--- config.mk ---
export PLATFORM = sky130hd
export DESIGN_NAME = id_ex_reg
export DESIGN_NICKNAME = d
export VERILOG_FILES = /design/src/rtl/id_ex_reg.sv
export SDC_FILE = /design/constraint.sdc
export NUM_CORES = 1
export LEC_CHECK = 0
export CAP_MARGIN = 5
export CORE_AREA = 2 2 122 124
export DETAILED_ROUTE_END_ITERATION = 6
export DIE_AREA = 0 0 124 126
export DONT_BUFFER_PORTS = 1
export GPL_ROUTABILITY_DRIVEN = 0
export PLACE_DENSITY = 0.61
export SLEW_MARGIN = 20
export SYNTH_ARGS = -nofsm -noshare
export SYNTH_HDL_FRONTEND = slang
export SYNTH_SLANG_ARGS = --single-unit
--- constraint.sdc ---
create_clock -name clk -period 5.1 [get_ports clk]
set_input_delay 0.51 -clock clk [delete_from_list [all_inputs] [get_ports clk]]
set_output_delay 0.51 -clock clk [all_outputs]
set_load 0.005 [all_outputs]
--- src/rtl/id_ex_reg.sv ---
// ID->EX pipeline register for the 5-stage MIPS core.
// Captures decoder control bits and ID operands and presents them to EX one
// clock later. Supports stall (hold everything) and flush (load a bubble).
// Invalid slots (valid_d=0) load with every control bit cleared.
// Optional feature macro: IDEX_BUBBLE_CNT_EN adds a saturating 32-bit
// bubble counter output (bubble_cnt).
module id_ex_reg #(
    parameter int DATA_W = 32,
    parameter int REG_AW = 5,
    parameter int ALUC_W = 3
) (
    input  logic              clk,
    input  logic              rst,
    input  logic              stall_e,
    input  logic              flush_e,
    input  logic              valid_d,
    input  logic              regwrite_d,
    input  logic              regdst_d,
    input  logic              alusrc_d,
    input  logic              branch_d,
    input  logic              memwrite_d,
    input  logic              memtoreg_d,
    input  logic              jump_d,
    input  logic [ALUC_W-1:0] alucontrol_d,
    input  logic [DATA_W-1:0] rd1_d,
    input  logic [DATA_W-1:0] rd2_d,
    input  logic [DATA_W-1:0] signimm_d,
    input  logic [DATA_W-1:0] pcplus4_d,
    input  logic [REG_AW-1:0] rs_d,
    input  logic [REG_AW-1:0] rt_d,
    input  logic [REG_AW-1:0] rd_d,
    output logic              valid_e,
    output logic              regwrite_e,
    output logic              regdst_e,
    output logic              alusrc_e,
    output logic              branch_e,
    output logic              memwrite_e,
    output logic              memtoreg_e,
    output logic              jump_e,
    output logic [ALUC_W-1:0] alucontrol_e,
    output logic [DATA_W-1:0] rd1_e,
    output logic [DATA_W-1:0] rd2_e,
    output logic [DATA_W-1:0] signimm_e,
    output logic [DATA_W-1:0] pcplus4_e,
    output logic [REG_AW-1:0] rs_e,
    output logic [REG_AW-1:0] rt_e,
    output logic [REG_AW-1:0] rd_e
`ifdef IDEX_BUBBLE_CNT_EN
    ,
    output logic [31:0]       bubble_cnt
`endif
);

    typedef struct packed {
        logic              valid;
        logic              regwrite;
        logic              regdst;
        logic              alusrc;
        logic              branch;
        logic              memwrite;
        logic              memtoreg;
        logic              jump;
        logic [ALUC_W-1:0] alucontrol;
        logic [DATA_W-1:0] rd1;
        logic [DATA_W-1:0] rd2;
        logic [DATA_W-1:0] signimm;
        logic [DATA_W-1:0] pcplus4;
        logic [REG_AW-1:0] rs;
        logic [REG_AW-1:0] rt;
        logic [REG_AW-1:0] rd;
    } stage_t;

    stage_t load_val;
    stage_t stage_d;
    stage_t stage_q;

    // Value loaded on a normal edge; invalid slots carry data but no control.
    always_comb begin
        load_val            = '0;
        load_val.valid      = valid_d;
        load_val.rd1        = rd1_d;
        load_val.rd2        = rd2_d;
        load_val.signimm    = signimm_d;
        load_val.pcplus4    = pcplus4_d;
        load_val.rs         = rs_d;
        load_val.rt         = rt_d;
        load_val.rd         = rd_d;
        if (valid_d) begin
            load_val.regwrite   = regwrite_d;
            load_val.regdst     = regdst_d;
            load_val.alusrc     = alusrc_d;
            load_val.branch     = branch_d;
            load_val.memwrite   = memwrite_d;
            load_val.memtoreg   = memtoreg_d;
            load_val.jump       = jump_d;
            load_val.alucontrol = alucontrol_d;
        end
    end

    // Next-state select: flush beats stall beats load.
    always_comb begin
        stage_d = stage_q;
        if (flush_e) begin
            stage_d = '0;
        end else if (!stall_e) begin
            stage_d = load_val;
        end
    end

    // Pipeline register with asynchronous clear.
    always_ff @(posedge clk or posedge rst) begin
        if (rst) begin
            stage_q <= '0;
        end else begin
            stage_q <= stage_d;
        end
    end

    assign valid_e      = stage_q.valid;
    assign regwrite_e   = stage_q.regwrite;
    assign regdst_e     = stage_q.regdst;
    assign alusrc_e     = stage_q.alusrc;
    assign branch_e     = stage_q.branch;
    assign memwrite_e   = stage_q.memwrite;
    assign memtoreg_e   = stage_q.memtoreg;
    assign jump_e       = stage_q.jump;
    assign alucontrol_e = stage_q.alucontrol;
    assign rd1_e        = stage_q.rd1;
    assign rd2_e        = stage_q.rd2;
    assign signimm_e    = stage_q.signimm;
    assign pcplus4_e    = stage_q.pcplus4;
    assign rs_e         = stage_q.rs;
    assign rt_e         = stage_q.rt;
    assign rd_e         = stage_q.rd;

`ifdef IDEX_BUBBLE_CNT_EN
    logic        bubble_ev;
    logic [31:0] bubble_cnt_d;
    logic [31:0] bubble_cnt_q;

    // A bubble enters EX on a flush, or on an unstalled load of an invalid slot.
    always_comb begin
        bubble_ev    = flush_e | (!stall_e & !valid_d);
        bubble_cnt_d = bubble_cnt_q;
        if (bubble_ev && (bubble_cnt_q != 32'hFFFF_FFFF)) begin
            bubble_cnt_d = bubble_cnt_q + 32'd1;
        end
    end

    // Saturating bubble counter register.
    always_ff @(posedge clk or posedge rst) begin
        if (rst) begin
            bubble_cnt_q <= '0;
        end else begin
            bubble_cnt_q <= bubble_cnt_d;
        end
    end

    assign bubble_cnt = bubble_cnt_q;
`endif

endmodule

# Word level (Yosys, flattened, before mapping)
# Index checks and enable logic that the tools add are counted.
# word_totals
wordCells	20
register_bits	154
# op_classes
mux	3
eq_ne	1
# ops
op	n
154-bit 2-to-1 mux	2
10-bit 2-to-1 mux	1
2-bit by 1-bit != test with 1-bit output, second input constant	1

# Depth between registers and ports, before layout
# Gate-level depths: netlist of run 1.
# depth
depth_word	3
depth_mapped	5
depth_no_buf	2

# Least setup slack after synthesis of run 1
# OpenSTA, ideal clock, no wires.
# synth_timing
path_type	input to register
from	input stall_e
to	register stage_q (netlist bit pcplus4_e[0])
cell_stages	5
path_buffers	3
required_time_ns	4.968
t_arrival_ns	1.153
setup_ns	0.132
setup_slack_ns	3.815
path_cell_list	buf_4 > buf_12 > buf_12 > mux2i_1 > nor2_1
# synth_between
elab_chain_len	1
# synth_lines
item	line	rtl
start: declaration	14	input logic stall_e,
2-bit by 1-bit != test with 1-bit output (no line)	n/a	
end signal: assignment	115	stage_q <= stage_d;
end: declaration	75	stage_t stage_q;
# No other way between the ends.
# A chain may end at the register's enable or synchronous reset.

# Worst setup path in the final report of run 1
# layout_timing
from	register stage_q (netlist bit valid_e)
to	output valid_e
# layout_rtl
item	line	rtl
end: declaration	32	output logic valid_e,
# No word-level cell between the ends.

==> results of run 1 <==
## kinds of logic after synthesis
kind of cell	Yosys count
AOI/OAI and AO/OA	10
muxes	144
buffers and inverters	37
and+or+nand+nor	148
DFF	154
## layer usage
metal,wire (um),share of wire
met5,0,0
met4,397,0.029
met3,1410,0.10
met2,6700,0.50
met1,4980,0.37
## metrics by stage
step | area [sq um] | power (uW) | hold WS [ps] | cells
after floorplan | 6350 | 1540 | 489 | 493
after global placement | 6200 | 1500 | 514 | 643
after detailed placement | 6200 | 1510 | 514 | 643
after CTS | 6870 | 2920 | 141 | 675
after global routing | 6870 | 3010 | 131 | 675
final | 6870 | 2880 | 158 | 675
## worst max-delay path by stage
stage	from	endpoint	slack, ps	depth (start not counted)
final	valid_e	valid_e	3760	0
after global routing	rst	rd2_e[12]	3490	2
after CTS	rst	rd2_e[15]	3690	2
after detailed placement	rst	rd2_e[16]	3240	2
after global placement	rst	rd2_e[15]	3300	2
after floorplan	rst	alucontrol_e[0]	440	1
## state kept, by name, summed over array words and instances (netlist names)
signal        cells
memwrite_e        1
rd_e              5
rs_e              5
branch_e          1
alucontrol_e      3
rd1_e            32
jump_e            1
rt_e              5
signimm_e        32
regwrite_e        1
rd2_e            32
pcplus4_e        32
alusrc_e          1
valid_e           1
regdst_e          1
memtoreg_e        1
## layout by cell type (no fill, tap or decap), drive strengths merged
cell type / synthesis / routed
a32o: 9 / 9
bufinv: 0 / 5
nor2b: 2 / 2
clkbuf: 10 / 22
nand3b: 1 / 1
mux2i: 144 / 144
buf: 25 / 1
nand2: 1 / 1
a21oi: 1 / 1
dfrtp: 154 / 154
nor2: 144 / 144
clkinv: 0 / 2
inv: 2 / 4
clkinvlp: 0 / 1
## area by class of cell
type | count | area share
Sequential cell | 154 | 0.561
Multi-Input combinational cell | 302 | 0.306
Clock buffer | 22 | 0.0704
Tap cell | 184 | 0.0335
Clock inverter | 10 | 0.0269
Inverter | 2 | 0.00182
Timing Repair Buffer | 1 | 0.00109
## power breakdown
group	leakage [uW]	switching, uW	total (uW)	internal (uW)
Clock	0.000327	473	1400	923
Sequential	0.00205	59.6	1350	1290
Combinational	0.00116	64.6	135	70.3
==> impl_metrics.tcl, run 1 <==
set metrics [dict create \
    outcome "finished clean" \
    synth_xor_area_frac 0 \
    grt_antenna_before_repair 0 \
    fin_crit_sh 0.263 \
    cp.arrival_ps 830 \
    cts_hold_buf 0 \
    clkTransAtPathRegs_ps 60 \
    ys_warn_count 0 \
    io_buffers 0 \
    synth_compound_area_frac 0.0150 \
    cp-start-kind "register" \
    synth_mux_area_frac 0.227 \
    diodes 0 \
    die_h_um 126 \
    synth_top_family_by_area "multiplexers" \
    drt_pass1_iterations 4 \
    worst_slew_margin_rel 0.393 \
    pin_count 312 \
    reg2regPathDepth 2 \
    grt-busiest-layer "met2" \
    hold_viol_final 0 \
    max_freq_mhz 745 \
    syn_nets 651 \
    r2r-start "rd2_e[23]" \
    irDropWorstVdd_v 0.000196 \
    synth_flop_cell "dfrtp_1" \
    syn2layout_area_growth_pct 8.28 \
    synth_fa_ha_area_frac 0 \
    synth_edf_count 0 \
    r2r_setup_slack_ps 4310 \
    synth.top_cell.area_share 0.607 \
    worst_ep_required_time_ps 4590 \
    syn_area_sq_mm 0.00635 \
    first_iter_violations 200 \
    regArea_sq_mm 0.00385 \
    cts_max_level 4 \
    cts.sinks 154 \
    row_count 44 \
    ys_types 16 \
    cts_resized 0 \
    via_per_inst 5.27 \
    grt_max_degree 149 \
    setup_ws_ps 3760 \
    die_w_um 124 \
    clkLatencyLatePin_ps 410 \
    maxCapViolations 0 \
    grt_use_met1 0.199 \
    final_util 0.480 \
    finalMaxSlewViolations 0 \
    post-place-ws_ps 3240 \
    worstMarginPinSlew_ps 911 \
    synth-seq-area-share 0.607 \
    setup_viol 0 \
    async_reset_ff_frac 1.00 \
    setup_tns_ps 0 \
    core_area_sq_mm 0.0143 \
    cp_max_fo 2 \
    grt_util_all_layers 0.175 \
    reg2reg_to "rd2_e[23]" \
    wirelength_um 13500 \
    synth.top_cells.by_area "dfrtp_1 (61%), mux2i_1 (23%), nor2_1 (8.5%)" \
    netlist_top_cells_count "dfrtp_1 (154), mux2i_1 (144), nor2_1 (144)" \
    hold_path.class "in2async" \
    worstSetupEndpointType "output pin" \
    multi_input_area_sq_mm 0.00210 \
    powerDensity_mw_per_mm2 419 \
    clockRootBuffer "clkbuf_16" \
    initial_core_util 0.444 \
    synth.avg_cell_area_sq_um 12.9 \
    synth_most_common_cell "dfrtp_1" \
    drcViolationCount 0 \
    vias 3556 \
    p_leak_uw 0.00353 \
    cts_setup_buffers 0 \
    use_met2 0.280 \
    die-area_sq_mm 0.0156 \
    drive_gt1_frac 0.0692 \
    avgRoutedWirePerCell_um 20.0 \
    fin_nets 636 \
    yosysTopAreaCell "dfrtp_1" \
    cts_buffer_depth 2 \
    finalClockSkew_ps 0 \
    synthSimpleGateAreaFrac 0.0889 \
    synth_seq_cells 154 \
    cts_tree "built" \
    rsz0062_at_grt "no" \
    grt_pass1_vias 3740 \
    synthCells 493 \
    hpwlAfterDp_um 9120 \
    detail-route-antenna-nets 0 \
    overflow 0 \
    crit_type "reg2out" \
    fin_crit_ps 1340 \
    fillers 1254 \
    grt_use_met3 0.0747 \
    cts_made_buffers 17 \
    grt_pass1_wl_um 20600 \
]
Power figures use the tool's default switching activity.
==> run 2: changes to the inputs <==
==> constraint.sdc (replaced) <==
create_clock -name clk -period 1.24 [get_ports clk]
set_input_delay 0.124 -clock clk [delete_from_list [all_inputs] [get_ports clk]]
set_output_delay 0.124 -clock clk [all_outputs]
set_load 0.005 [all_outputs]
==> run 2 against run 1 <==
  * The run now ends with hold timing left
  * Worst hold slack lost 400 ps
  * Count of clock-buffer cells in the layout shrank 2
  * Critical path depth grew 3
  * Total power grew to 3.8 times the previous value
  * Via count grew 1.7%
  * Global-route usage grew 0.17 points
  * Sequential power grew to 4.1 times the previous value
  * Sequential share of layout area shrank 0.72 points
  * Critical endpoint is now alusrc_e
==> impl_metrics.tcl, run 2 (same netlist as run 1, synthesis figures left out) <==
set metrics [dict create \
    drt_pass1_iterations 4 \
    first_iter_violations 149 \
    p_leak_uw 0.00356 \
    drcViolationCount 0 \
    stdcell_area_sq_mm 0.00696 \
    detail-route-antenna-nets 0 \
    finalPower_uw 11000 \
    row_count 44 \
    multi_input_area_sq_mm 0.00210 \
    via_per_inst 5.23 \
    max_freq_mhz 808 \
    powerDensity_mw_per_mm2 1580 \
    die_w_um 124 \
    cp_max_fo 2 \
    fin_crit_sh 0.998 \
    diodes 0 \
    cts_tree "built" \
    cp-start-kind "register" \
    grt_max_degree 149 \
    final_common_cell "dfrtp_1" \
    fillers 1310 \
    clkLatencyLatePin_ps 420 \
    rsz0062_at_grt "no" \
    finalMaxSlewViolations 0 \
    outcome "complete, but fails checks" \
    core_area_sq_mm 0.0143 \
    die_h_um 126 \
    cts_made_buffers 17 \
    placed_area_sq_mm 0.00630 \
    fin_crit_ps 1240 \
    r2r_setup_slack_ps 3 \
    syn2layout_area_growth_pct 9.68 \
    avgRoutedWirePerCell_um 19.8 \
    drive_gt1_frac 0.0769 \
    vias 3616 \
    die-area_sq_mm 0.0156 \
    grt_util_all_layers 0.177 \
    grt_antenna_before_repair 0 \
    most-common-layout-cells "dfrtp_1 (154), mux2i_1 (144), nor2_1 (144)" \
    pin_count 312 \
    violations "hold timing" \
    worst_slew_margin_rel 0.559 \
    grt_pass1_wl_um 20500 \
    overflow 0 \
    cts_max_level 4 \
    holdWs_ps -238 \
    finalClockSkew_ps 0 \
    maxCapViolations 0 \
    initial_core_util 0.444 \
    crit_type "reg2reg" \
    cts.sinks 154 \
    hold_viol_final 144 \
    grt_pass1_vias 3752 \
    worstSetupEndpointType "register" \
    cts_buffer_depth 2 \
    clockRootBuffer "clkbuf_16" \
    io_buffers 0 \
    clkTransAtPathRegs_ps 60 \
    hold_path.class "in2reg" \
    worstMarginPinSlew_ps 661 \
    setup_viol 0 \
    worst_ep_required_time_ps 1540 \
    regArea_sq_mm 0.00385 \
    cts_setup_buffers 0 \
    cp.arrival_ps 1530 \
    fin_nets 653 \
    hpwlAfterDp_um 9430 \
    wirelength_um 13700 \
    cts_hold_buf 11 \
    irDropWorstVdd_v 0.000871 \
]
[run 2: final cells by class]
| cell class | instances | area share |
|---|---|---|
| Clock buffer | 20 | 0.0656 |
| Clock inverter | 11 | 0.0140 |
| Inverter | 2 | 0.00162 |
| Multi-Input combinational cell | 302 | 0.302 |
| Sequential cell | 154 | 0.553 |
| Tap cell | 184 | 0.0331 |
| Timing Repair Buffer | 18 | 0.0305 |
[run 2: critical path: stages, from the launching register on]
cell and delay [ps]:
dfrtp_1 410, nand2_1 80, a21oi_1 60, dlygate4sd3_1 570
[run 2: stage by stage]
stage / setup WS, ps / util / instances / hold WS, ps / TNS, ps
floorplan: -829 / - / 493 / 277 / -127650
global placement: 373 / 0.440 / 649 / 61.4 / 0
detailed placement: 286 / 0.440 / 649 / 62.4 / 0
CTS: 9.63 / 0.486 / 691 / -253 / 0
global route: 2.00 / 0.486 / 691 / -272 / 0
finish: 2.66 / 0.486 / 691 / -238 / 0
[run 2: what timing repair did]
action,CTS,global route
gates resized for setup,0,0
endpoints found under the setup margin,0,0
endpoints found under the hold margin,253,144
[run 2: path summary, 6_finish.rpt]
kind                            startpoint             to  cells after the start
worst max-delay path              alusrc_e       alusrc_e                      3
worst min-delay path               flush_e   signimm_e[6]                      1
worst max register to register    alusrc_e       alusrc_e                      3
worst min register to register    branch_e       branch_e                      1
max in group asynchronous              rst  signimm_e[22]                      3
min in group asynchronous              rst       rd1_e[9]                      2
[run 2: power breakdown]
| group | internal [uW] | switching (uW) |
|---|---|---|
| clock network | 2840 | 1970 |
| registers | 5310 | 244 |
| logic | 342 | 284 |
| total | 8490 | 2500 |
[run 2: per-layer routing]
layer / routed length, um / GRT usage / part of all wire
met1: 5120 / 0.192 / 0.37
met2: 6760 / 0.288 / 0.50
met3: 1380 / 0.0806 / 0.10
met4: 399 / 0.0905 / 0.029
met5: 0 / 0 / 0
==> run 3: changes to the inputs <==
--- a/config.mk
+++ b/config.mk
@@ -11,7 +11,6 @@
 export DIE_AREA = 0 0 124 126
 export DONT_BUFFER_PORTS = 1
 export GPL_ROUTABILITY_DRIVEN = 0
-export PLACE_DENSITY = 0.61
 export SLEW_MARGIN = 20
 export SYNTH_ARGS = -nofsm -noshare
 export SYNTH_HDL_FRONTEND = slang
==> run 3 against run 2 <==
  * Flip-flop and latch count stayed put
  * Clock power is 15% higher
  * Global-route usage is 0.51 points lower
  * Total power is 6.1% higher
  * The run still ends with hold timing left
  * Critical path depth is 3 lower
==> impl_metrics.tcl, run 3 (same netlist as run 1, synthesis figures left out) <==
set metrics [dict create \
    die-area_sq_mm 0.0156 \
    cts_setup_buffers 0 \
    hold_path.class "in2reg" \
    grt_pass1_wl_um 20300 \
    die_h_um 126 \
    outcome "complete, but fails checks" \
    cp-start-kind "register" \
    cts_buffer_depth 2 \
    worst_slew_margin_rel 0.574 \
    setup_ws_ps 279 \
    pin_count 312 \
    setup_tns_ps 0 \
    cts_made_buffers 17 \
    finalClockSkew_ps 0 \
    hold_viol_final 145 \
    drt_pass1_iterations 4 \
    p_leak_uw 0.00357 \
    fin_crit_ps 961 \
    fin_crit_sh 0.775 \
    wirelength_um 13600 \
    via_per_inst 5.32 \
    grt_antenna_before_repair 0 \
    most-common-layout-cells "dfrtp_1 (154), mux2i_1 (144), nor2_1 (144)" \
    violations "hold timing" \
    grt_pass1_vias 3722 \
    vias 3652 \
    holdWs_ps -220 \
    row_count 44 \
    cts.sinks 154 \
    avgRoutedWirePerCell_um 19.8 \
    cp_max_fo 2 \
    cts_hold_buf 10 \
    syn2layout_area_growth_pct 9.85 \
    final_cells 686 \
    core_area_sq_mm 0.0143 \
    hpwlAfterDp_um 9090 \
    detail-route-antenna-nets 0 \
    first_iter_violations 169 \
    powerDensity_mw_per_mm2 1670 \
    irDropWorstVdd_v 0.000861 \
    clkTransAtPathRegs_ps 60 \
    final_common_cell "dfrtp_1" \
    worstSetupEndpointType "output pin" \
    cp.arrival_ps 840 \
    initial_core_util 0.444 \
    placed_cells 644 \
    cts_resized 0 \
    cts_tree "built" \
    setup_viol 0 \
    drive_gt1_frac 0.0677 \
    maxCapViolations 0 \
    clockRootBuffer "clkbuf_16" \
    diodes 0 \
    post-place-ws_ps 293 \
    worstMarginPinSlew_ps 637 \
    overflow 0 \
    fin_nets 647 \
    cts_max_level 4 \
    finalPower_uw 11700 \
    max_freq_mhz 1040 \
    die_w_um 124 \
    io_buffers 0 \
    rsz0062_at_grt "no" \
    crit_type "reg2out" \
    worst_ep_required_time_ps 1120 \
    grt_util_all_layers 0.172 \
    finalMaxSlewViolations 0 \
    grt_max_degree 149 \
    clkLatencyLatePin_ps 410 \
    drcViolationCount 0 \
]
==> run 3: layout make-up <==
type                            instances  area (sq um)
Fill cell                            1317          7340
Sequential cell                       154          3850
Multi-Input combinational cell        302          2100
Clock buffer                           22           474
Tap cell                              184           230
Clock inverter                         10           164
Timing Repair Buffer                   12           140
Inverter                                2          11.3
==> run 3: where the power goes <==
| group | switching (uW) | total (uW) | internal [uW] |
|---|---|---|---|
| Clock | 1980 | 5520 | 3540 |
| Combinational | 272 | 595 | 323 |
| Sequential | 245 | 5550 | 5300 |
==> run 3: layer usage <==
metal | track usage | share of wire | up-vias | routed length, um
met4 | 0.0681 | 0.017 | 0 | 229
li1 | - | - | 1640 | -
met3 | 0.0774 | 0.097 | 18 | 1310
met1 | 0.194 | 0.37 | 1805 | 5070
met2 | 0.282 | 0.51 | 189 | 6940
met5 | 0 | 0 | - | 0
==> run 3: stage by stage <==
stage,cell area [sq um],utilization
2_1_floorplan,6350,-
3_3_place_gp,6240,0.436
3_5_place_dp,6240,0.436
4_1_cts,6970,0.487
5_1_grt,6970,0.487
6_report,6970,0.487
==> run 3: worst paths after layout <==
kind | cells after the start | slack (ps) | end | from
worst max-delay path | 0 | 280 | valid_e | valid_e
worst min-delay path | 1 | -220 | signimm_e[24] | flush_e
worst max register to register | 1 | 470 | memwrite_e | memwrite_e
worst min register to register | 1 | 550 | alucontrol_e[0] | alucontrol_e[0]
max in group asynchronous | 3 | 550 | pcplus4_e[22] | rst
min in group asynchronous | 3 | 350 | rd2_e[12] | rst
